===== src/rtl/regfile_banked_if.sv =====
// Bus bundle for regfile_banked: write port, two read ports, shadow-bank commands and status.
// The decoder side drives the master modport and the register file implements the slave modport.
interface regfile_banked_if #(
  parameter int WIDTH = 16,
  parameter int AW    = 4
);
  // No valid/ready handshake. Every rising edge executes exactly one command:
  //   - the write request w_flag/w_addr/w_data is sampled on that edge;
  //   - the command strobes save/restore are sampled on the same edge;
  //   - there is no busy state, so a new command may be issued on every cycle.
  // Read data is combinational from r_addr_a/r_addr_b.
  logic             w_flag;
  logic [AW-1:0]    w_addr;
  logic [WIDTH-1:0] w_data;
  logic [AW-1:0]    r_addr_a;
  logic [WIDTH-1:0] r_data_a;
  logic [AW-1:0]    r_addr_b;
  logic [WIDTH-1:0] r_data_b;
  logic             save;
  logic             restore;
  logic             shadow_valid;
  logic             w_dropped;
  logic [1:0]       cmd_dbg;

  modport master (
    output w_flag, w_addr, w_data, r_addr_a, r_addr_b, save, restore,
    input  r_data_a, r_data_b, shadow_valid, w_dropped, cmd_dbg
  );

  modport slave (
    input  w_flag, w_addr, w_data, r_addr_a, r_addr_b, save, restore,
    output r_data_a, r_data_b, shadow_valid, w_dropped, cmd_dbg
  );
endinterface


===== src/rtl/regfile_banked.sv =====
// Banked register file: DEPTH x WIDTH main bank with two forwarding read ports and one write port,
// plus a shadow bank that is saved, restored or swapped in a single edge.
module regfile_banked #(
  parameter int WIDTH    = 16,
  parameter int DEPTH    = 16,
  parameter bit ZERO_REG = 1'b1
) (
  input  logic              clk,
  input  logic              reset_n,
  regfile_banked_if.slave   bus
);
  localparam int AW = $clog2(DEPTH);

  typedef enum logic [1:0] {
    CMD_IDLE    = 2'd0,
    CMD_SAVE    = 2'd1,
    CMD_RESTORE = 2'd2,
    CMD_SWAP    = 2'd3
  } cmd_e;

  logic [WIDTH-1:0] main_q   [DEPTH];
  logic [WIDTH-1:0] shadow_q [DEPTH];
  logic [WIDTH-1:0] main_d   [DEPTH];
  logic [WIDTH-1:0] shadow_d [DEPTH];
  logic             shadow_valid_q;
  logic             shadow_valid_d;
  logic             w_dropped_q;
  logic             w_dropped_d;

  cmd_e             cmd;
  logic             discard;
  logic             wr_commit;
  logic [WIDTH-1:0] r_data_a;
  logic [WIDTH-1:0] r_data_b;

  // Effective command: restore without a saved context is a no-op, swap without one is a save.
  always_comb begin
    cmd = CMD_IDLE;
    case ({bus.save, bus.restore})
      2'b10:   cmd = CMD_SAVE;
      2'b01:   cmd = shadow_valid_q ? CMD_RESTORE : CMD_IDLE;
      2'b11:   cmd = shadow_valid_q ? CMD_SWAP : CMD_SAVE;
      default: cmd = CMD_IDLE;
    endcase
  end

  assign discard   = (cmd == CMD_RESTORE) || (cmd == CMD_SWAP);
  assign wr_commit = bus.w_flag && !discard && !(ZERO_REG && (bus.w_addr == '0));

  // Forwarding only reflects writes that really land; bank transfers are never forwarded.
  always_comb begin
    r_data_a = main_q[bus.r_addr_a];
    if (!reset_n || (ZERO_REG && (bus.r_addr_a == '0))) begin
      r_data_a = '0;
    end else if (wr_commit && (bus.w_addr == bus.r_addr_a)) begin
      r_data_a = bus.w_data;
    end
  end

  always_comb begin
    r_data_b = main_q[bus.r_addr_b];
    if (!reset_n || (ZERO_REG && (bus.r_addr_b == '0))) begin
      r_data_b = '0;
    end else if (wr_commit && (bus.w_addr == bus.r_addr_b)) begin
      r_data_b = bus.w_data;
    end
  end

  // Bank transfers use pre-edge contents of both banks; a save still lets the write land in main.
  always_comb begin
    main_d         = main_q;
    shadow_d       = shadow_q;
    shadow_valid_d = shadow_valid_q;
    case (cmd)
      CMD_SAVE: begin
        shadow_d       = main_q;
        shadow_valid_d = 1'b1;
      end
      CMD_RESTORE: begin
        main_d         = shadow_q;
        shadow_valid_d = 1'b0;
      end
      CMD_SWAP: begin
        main_d         = shadow_q;
        shadow_d       = main_q;
        shadow_valid_d = 1'b1;
      end
      default: ;
    endcase
    if (wr_commit) begin
      main_d[bus.w_addr] = bus.w_data;
    end
    if (ZERO_REG) begin
      main_d[0]   = '0;
      shadow_d[0] = '0;
    end
  end

  assign w_dropped_d = bus.w_flag && discard;

  always_ff @(posedge clk or negedge reset_n) begin
    if (!reset_n) begin
      for (int i = 0; i < DEPTH; i++) begin
        main_q[i]   <= '0;
        shadow_q[i] <= '0;
      end
      shadow_valid_q <= 1'b0;
      w_dropped_q    <= 1'b0;
    end else begin
      main_q         <= main_d;
      shadow_q       <= shadow_d;
      shadow_valid_q <= shadow_valid_d;
      w_dropped_q    <= w_dropped_d;
    end
  end

  assign bus.r_data_a     = r_data_a;
  assign bus.r_data_b     = r_data_b;
  assign bus.shadow_valid = shadow_valid_q;
  assign bus.w_dropped    = w_dropped_q;
  assign bus.cmd_dbg      = cmd;
endmodule


===== src/flat_wrapper.sv =====
// flat-port wrapper written by rule: the top's interface ports become plain ports
module regfile_banked_flat 
#(
  parameter int WIDTH    = 16,
  parameter int DEPTH    = 16,
  parameter bit ZERO_REG = 1'b1
)
  (clk, reset_n, bus_w_flag, bus_w_addr, bus_w_data, bus_r_addr_a, bus_r_addr_b, bus_save, bus_restore, bus_r_data_a, bus_r_data_b, bus_shadow_valid, bus_w_dropped, bus_cmd_dbg);
  regfile_banked_if #(.WIDTH(WIDTH), .AW((4))) bus_i ();
  input  logic clk;
  input  logic reset_n;
  input wire logic [$bits(bus_i.w_flag)-1:0] bus_w_flag;
  input wire logic [$bits(bus_i.w_addr)-1:0] bus_w_addr;
  input wire logic [$bits(bus_i.w_data)-1:0] bus_w_data;
  input wire logic [$bits(bus_i.r_addr_a)-1:0] bus_r_addr_a;
  input wire logic [$bits(bus_i.r_addr_b)-1:0] bus_r_addr_b;
  input wire logic [$bits(bus_i.save)-1:0] bus_save;
  input wire logic [$bits(bus_i.restore)-1:0] bus_restore;
  output wire logic [$bits(bus_i.r_data_a)-1:0] bus_r_data_a;
  output wire logic [$bits(bus_i.r_data_b)-1:0] bus_r_data_b;
  output wire logic [$bits(bus_i.shadow_valid)-1:0] bus_shadow_valid;
  output wire logic [$bits(bus_i.w_dropped)-1:0] bus_w_dropped;
  output wire logic [$bits(bus_i.cmd_dbg)-1:0] bus_cmd_dbg;
  assign bus_i.w_flag = bus_w_flag;
  assign bus_i.w_addr = bus_w_addr;
  assign bus_i.w_data = bus_w_data;
  assign bus_i.r_addr_a = bus_r_addr_a;
  assign bus_i.r_addr_b = bus_r_addr_b;
  assign bus_i.save = bus_save;
  assign bus_i.restore = bus_restore;
  assign bus_r_data_a = bus_i.r_data_a;
  assign bus_r_data_b = bus_i.r_data_b;
  assign bus_shadow_valid = bus_i.shadow_valid;
  assign bus_w_dropped = bus_i.w_dropped;
  assign bus_cmd_dbg = bus_i.cmd_dbg;
  regfile_banked #(.WIDTH(WIDTH), .DEPTH(DEPTH), .ZERO_REG(ZERO_REG)) u_core (.clk(clk), .reset_n(reset_n), .bus(bus_i));
endmodule

===== config.mk =====
export PLATFORM = sky130hd
export DESIGN_NAME = regfile_banked_flat
export DESIGN_NICKNAME = d
export VERILOG_FILES = /design/src/rtl/regfile_banked_if.sv /design/src/rtl/regfile_banked.sv /design/src/flat_wrapper.sv
export SDC_FILE = /design/constraint.sdc
export NUM_CORES = 1
export LEC_CHECK = 0
export CORE_UTILIZATION = 50
export CTS_CLUSTER_SIZE = 12
export DETAILED_ROUTE_END_ITERATION = 8
export PLACE_DENSITY = 0.74
export SYNTH_ARGS = -nofsm -noshare
export SYNTH_HDL_FRONTEND = slang
export SYNTH_SLANG_ARGS = --single-unit
export TNS_END_PERCENT = 1

===== constraint.sdc =====
create_clock -name clk -period 3.9 [get_ports clk]
set_clock_uncertainty 0.2 [all_clocks]
set_input_delay 0.78 -clock clk [delete_from_list [all_inputs] [get_ports clk]]
set_output_delay 0.78 -clock clk [all_outputs]
set_load 0.1 [all_outputs]

# After elaboration in Yosys (flattened, before gate mapping)
# Index checks and enable logic that the tools add are counted.
dict set report totals {
  reg_bits 482
  latchBits 0
  ramBits 0
  mem_bits_ro 0
  in_bits 33
  out_inout_bits 36
  mem_count 0
}
dict set report classes {
  addsub 0
  multipliers 0
  div_mod_pow 0
  order_cmp 4
  eq_ne 8
  shifts 0
  muxes 19
  bitwise 3
  reduce_logical 18
}
# cell n
set op_table {}
lappend op_table {{$mux W240} 2}
lappend op_table {{$bwmux W256} 1}
lappend op_table {{$mux W16} 9}
lappend op_table {{$bmux W16 S4} 2}
lappend op_table {{$demux W16 S4} 1}
lappend op_table {{$ge A5 B5 Y1 const B} 3}
lappend op_table {{$not A4 Y5} 3}
lappend op_table {{$logic_not A4 Y1} 3}
lappend op_table {{$eq A2 B2 Y1 const B} 4}
lappend op_table {{$eq A4 B4 Y1} 2}
lappend op_table {{$logic_and A1 B1 Y1} 6}
lappend op_table {{$pmux W2 S3} 1}
lappend op_table {{$lt A5 B1 Y1 const B} 1}
lappend op_table {{$eq A2 B1 Y1 const B} 2}
lappend op_table {{$mux W2} 2}
lappend op_table {{$reduce_or A2 Y1} 2}
lappend op_table {{$logic_not A1 Y1} 3}
lappend op_table {{$logic_or A1 B1 Y1} 3}
lappend op_table {{$pmux W1 S2} 1}
lappend op_table {{$reduce_bool A2 Y1} 1}

# Longest topological paths before layout
dict set report logic_depth {
  word_depth 10
  ltp_mapped 10
}

# Worst setup path before layout
# OpenSTA, ideal clock, no wires.
dict set report synth_path {
  kind {input to output}
  startpoint {input port bus_r_addr_a[0]}
  endpoint {output port bus_r_data_a[10]}
  t_arrival_ns 4.166
  required_ns 2.920
  path_slack_ns -1.246
  cell_stages 8
  n_path_buf 3
  cell_sequence {buf_6 > buf_6 > nor2b_1 > buf_4 > a221oi_1 > a221oi_1 > o21ai_0 > a211oi_1}
}
dict set report synth_via {
  elab_chain_len 6
}
# element line_no
set synth_rtl {}
lappend synth_rtl {{from (decl)} flat_wrapper.sv:15} ;# input wire logic [$bits(bus_i.r_addr_a)-1:0] bus_r_addr_a;
lappend synth_rtl {{$not A4 Y5 (not written as such)} regfile_banked.sv:52} ;# r_data_a = main_q[bus.r_addr_a];
lappend synth_rtl {{$bmux W16 S4} regfile_banked.sv:52}
lappend synth_rtl {{$mux W16 (not written as such) (2 in a row)} regfile_banked.sv:52}
lappend synth_rtl {{$mux W16} regfile_banked.sv:55} ;# end else if (wr_commit && (bus.w_addr == bus.r_addr_a)) begin
lappend synth_rtl {{$mux W16 *} regfile_banked.sv:53} ;# if (!reset_n || (ZERO_REG && (bus.r_addr_a == '0))) begin
lappend synth_rtl {{to (decl)} flat_wrapper.sv:19} ;# output wire logic [$bits(bus_i.r_data_a)-1:0] bus_r_data_a;
# Every way passes the cells marked *; elsewhere a longest branch is shown, timed or not. The select of a mux whose other input is x is not followed.

# Worst setup path after layout
dict set report layout_path {
  startpoint {input port bus_w_addr[3]}
  endpoint {output port bus_r_data_b[0]}
}
dict set report layout_via {
  elab_chain_len 6
}
# element line_no
set layout_rtl {}
lappend layout_rtl {{from (decl)} flat_wrapper.sv:13} ;# input wire logic [$bits(bus_i.w_addr)-1:0] bus_w_addr;
lappend layout_rtl {{$logic_not A4 Y1} regfile_banked.sv:48} ;# assign wr_commit = bus.w_flag && !discard && !(ZERO_REG && (bus.w_addr == '0));
lappend layout_rtl {{$logic_not A1 Y1} regfile_banked.sv:48}
lappend layout_rtl {{$logic_and A1 B1 Y1} regfile_banked.sv:48}
lappend layout_rtl {{$logic_and A1 B1 Y1 *} regfile_banked.sv:64} ;# end else if (wr_commit && (bus.w_addr == bus.r_addr_b)) begin
lappend layout_rtl {{$mux W16 *} regfile_banked.sv:64}
lappend layout_rtl {{$mux W16 *} regfile_banked.sv:62} ;# if (!reset_n || (ZERO_REG && (bus.r_addr_b == '0))) begin
lappend layout_rtl {{to (decl)} flat_wrapper.sv:20} ;# output wire logic [$bits(bus_i.r_data_b)-1:0] bus_r_data_b;
# Every way passes the cells marked *; elsewhere a longest branch is shown, timed or not.

==> flow_summary.rst <==
.. list-table::
   :header-rows: 1

   * - Metric
     - Value
   * - Final weighted congestion in routability-driven placement
     - 0.968
   * - Synth cell types
     - 44
   * - Pwr/cell area
     - 619 nW/um^2
   * - DP Wirelength
     - 47.9 mm
   * - Met3 wire length
     - 7.03 mm
   * - Count of state elements after synthesis
     - 482
   * - Post-synth design cell area
     - 24,200 um^2
   * - Total non-filler cell area in the finished layout
     - 28,000 um^2
   * - Placeable core area
     - 47,700 um^2
   * - Area added between synthesis and finish
     - 15.6%
   * - Fraction of the mapped netlist area in simple logic gates
     - 13.6%
   * - GRT Residual Overflow
     - 0
   * - Pin count of the biggest net entering global routing
     - 193
   * - Final setup slack of the worst path
     - 38.2 ps
   * - Leading post-synthesis cells by instance count
     - nand2_1 (507), dfrtp_1 (482), nor2_1 (298)
   * - Endpoint kind of the worst setup timing path
     - output port
   * - Data required time at the worst endpoint
     - 2920 ps
   * - Detailed Route Iter0 Violations
     - 2,464
   * - Number of antenna violations at the first check in global routing
     - 8
   * - Multiplexer share of the synthesized area
     - 23.4%
   * - Count of non-filler cells in the finished layout
     - 2,985
   * - Yosys synthesis warning count
     - 0
   * - Fraction of registers with async set or reset after synthesis
     - 100%
   * - Total DRC errors in the routed layout
     - 0
   * - Setup violations, final
     - 0
   * - Total vias in the final route
     - 19,500
   * - Number of cells on the worst hold path
     - 1
   * - Initial Util
     - 50.7%
   * - Number of global-route vias before repair
     - 19,700
   * - CTS Root Cell
     - clkbuf_16
   * - Slew at the pin closest to its max-slew limit
     - 1030 ps
   * - Net count, final
     - 2,365
   * - Width of the die
     - 222 um
   * - Maximum fanout encountered on the critical timing path
     - 8
   * - Uppermost layer routed
     - met5
   * - Worst-skew pair later-pin latency
     - 590 ps
   * - First-pass iteration count of the detailed router
     - 6
   * - H-tree depth
     - 2
   * - XOR/XNOR share of the synthesized area
     - 0.289%
   * - Cell leakage power
     - 12.4 nW
   * - Final Cycle Share
     - 99.0%
   * - Final Total Pwr
     - 17.3 mW
   * - Most frequent cell after synthesis
     - nand2_1
   * - Number of placed instances with taps included
     - 2,895
   * - Count of pins over their slew limit
     - 0
   * - Wire length after detailed routing
     - 74.7 mm
   * - Arrival time at the worst endpoint
     - 2880 ps
   * - CTS Buf Count
     - 49
   * - FMAX
     - 259 MHz
   * - Synthesized-area fraction occupied by ao, oa, aoi and oai cells
     - 8.95%
   * - Number of failing hold endpoints at the final stage
     - 0
   * - Chip Height
     - 222 um
   * - Number of nets with antenna violations after routing
     - 0
   * - Period minus WS final
     - 3860 ps
   * - Adder-cell share of the synthesized area
     - 0%
   * - GRT Util Overall
     - 30.5%
   * - Startpoint class of the critical path
     - primary input
   * - Post-Synthesis Net Count
     - 2,328
   * - Max Root-Sink Buffers
     - 3
   * - Clock net sink count
     - 482
   * - R2R depth
     - 6
   * - Syn avg cell area
     - 10.5 um^2
   * - Area of placed instances
     - 26,400 um^2
   * - Top FF cell, synth
     - dfrtp_1
   * - Avg WL per Cell
     - 25.0 um
   * - Mapped Cells
     - 2,295
   * - Largest family of logic cells by synthesized area
     - multiplexers
   * - Register clock-pin slew on the reported worst setup and hold paths
     - 50 ps
   * - Worst setup path category
     - in -> out
   * - Count of input and output buffers
     - 68
   * - Met2 WL
     - 34.4 mm
   * - Row Count
     - 80
   * - Die Footprint
     - 49,300 um^2
   * - Tightest hold margin
     - 304 ps
   * - Final Core Density
     - 58.6%
   * - Setup WS pre-CTS
     - -152 ps
   * - EDFF count, synth
     - 0
   * - Wire length of the first global-routing pass
     - 116 mm
   * - Setup bufs post-CTS
     - 0
   * - Result of the run
     - finished clean
   * - Cells taking the most area after synthesis
     - dfrtp_1 (50%), mux2_2 (13%), mux4_2 (9.3%)
   * - Maximum vdd drop
     - 0.370 mV
   * - Yosys top cell area share
     - 49.8%
   * - Number of max-cap violations
     - 0
   * - Detailed-route vias per instance
     - 6.52
   * - Sequential fraction of the synthesis area
     - 49.8%
   * - Share of cells above drive strength 1
     - 27.3%
   * - Hold Crit Class
     - reg -> reg
   * - Worst-case headroom to the max-slew limit
     - 31.1%
   * - Num ports
     - 69
   * - Clock tree from TritonCTS
     - yes
   * - Final TNS setup
     - 0 ps
   * - Routed met1 length
     - 29.1 mm
   * - Cell type contributing the most total cell area after synthesis
     - dfrtp_1
## flip-flops by register name (all words and copies together), names as in the netlist
signal                   count
u_core.main_q              240
u_core.shadow_q            240
u_core.bus.shadow_valid      1
u_core.bus.w_dropped         1
## area by class of cell
type                       instances  area [um^2]
tap                              615          769
sequential                       482        12100
clock buffer                      80         1460
timing repair buffer             201         2250
clock inverter                     4         48.8
inverter                           3         16.3
multi-input combinational       1595        11400
fill                            3780        19800
antenna                            5         12.5
## worst paths after layout
kind                                                     to  slack (ps)                                start
setup / recovery                            bus_r_data_b[0]          40                        bus_w_addr[3]
hold / removal             u_core.shadow_q[183]$_DFFE_PN0P_         300     u_core.shadow_q[183]$_DFFE_PN0P_
setup reg to reg               u_core.main_q[238]$_DFF_PN0_        1360  u_core.bus.shadow_valid$_DFFE_PN0P_
hold reg to reg            u_core.shadow_q[183]$_DFFE_PN0P_         300     u_core.shadow_q[183]$_DFFE_PN0P_
max in group asynchronous  u_core.shadow_q[199]$_DFFE_PN0P_        1200                              reset_n
min in group asynchronous      u_core.main_q[121]$_DFF_PN0_         430                              reset_n
## placed cells by master, fill, tap and decap left out, types with 3 or more instances in the layout
master           synthesis  final
o211ai_1                 5      5
nor3_2                   0     12
mux4_2                 100    100
a31oi_1                243    243
mux2i_1                 36     36
clkbuf_1               153     22
a22oi_1                  3      3
clkbuf_16                0     51
mux2_2                 272    272
nor2b_1                 13     13
nor2_1                 298    298
clkbuf_8                 0      7
o21ai_0                 17     16
nand2_1                507    506
dfrtp_1                482    482
buf_12                   2     53
a221oi_1                19     19
diode_2                  0      5
a21oi_2                  0      4
a22o_1                  10     10
o2bb2ai_1                6      6
buf_6                    4      4
nand3_1                  7      5
xor2_1                   8      8
clkdlybuf4s50_1          0     24
buf_4                    8    111
a211oi_2                 0      9
buf_2                   21      6
## critical path, stage by stage
cell and delay [ps]:
clkdlybuf4s50_1 510, xor2_1 220, nor4_2 320, and2_1 220, buf_4 200, nand2_1 70, a21oi_1 320, buf_12 220
## kinds of logic after synthesis
logic type,after synthesis
DFF,482
and+or+nand+nor,851
xor gates and xnor gates,8
AOI/OAI and AO/OA,328
buffers and inverters,218
muxes,408
## what timing repair did
item	4_1_cts	5_1_grt
setup endpoints to repair	4	11
hold buffers	1	0
pin swaps	0	2
hold endpoints to repair	3	0
gates resized for setup	4	7
## metal layers
| metal | vias up | global-route usage [%] |
|---|---|---|
| met5 | - | 0 |
| met4 | 2 | 17.0 |
| met3 | 255 | 6.57 |
| met2 | 1120 | 46.3 |
| met1 | 9932 | 40.8 |
| li1 | 8163 | - |
## power by group
| part | switching [mW] | internal (mW) | total [mW] |
|---|---|---|---|
| clock network | 1.96 | 2.59 | 4.55 |
| logic | 2.15 | 2.38 | 4.53 |
| registers | 1.51 | 6.73 | 8.24 |
(Power assumes the default switching activity.)
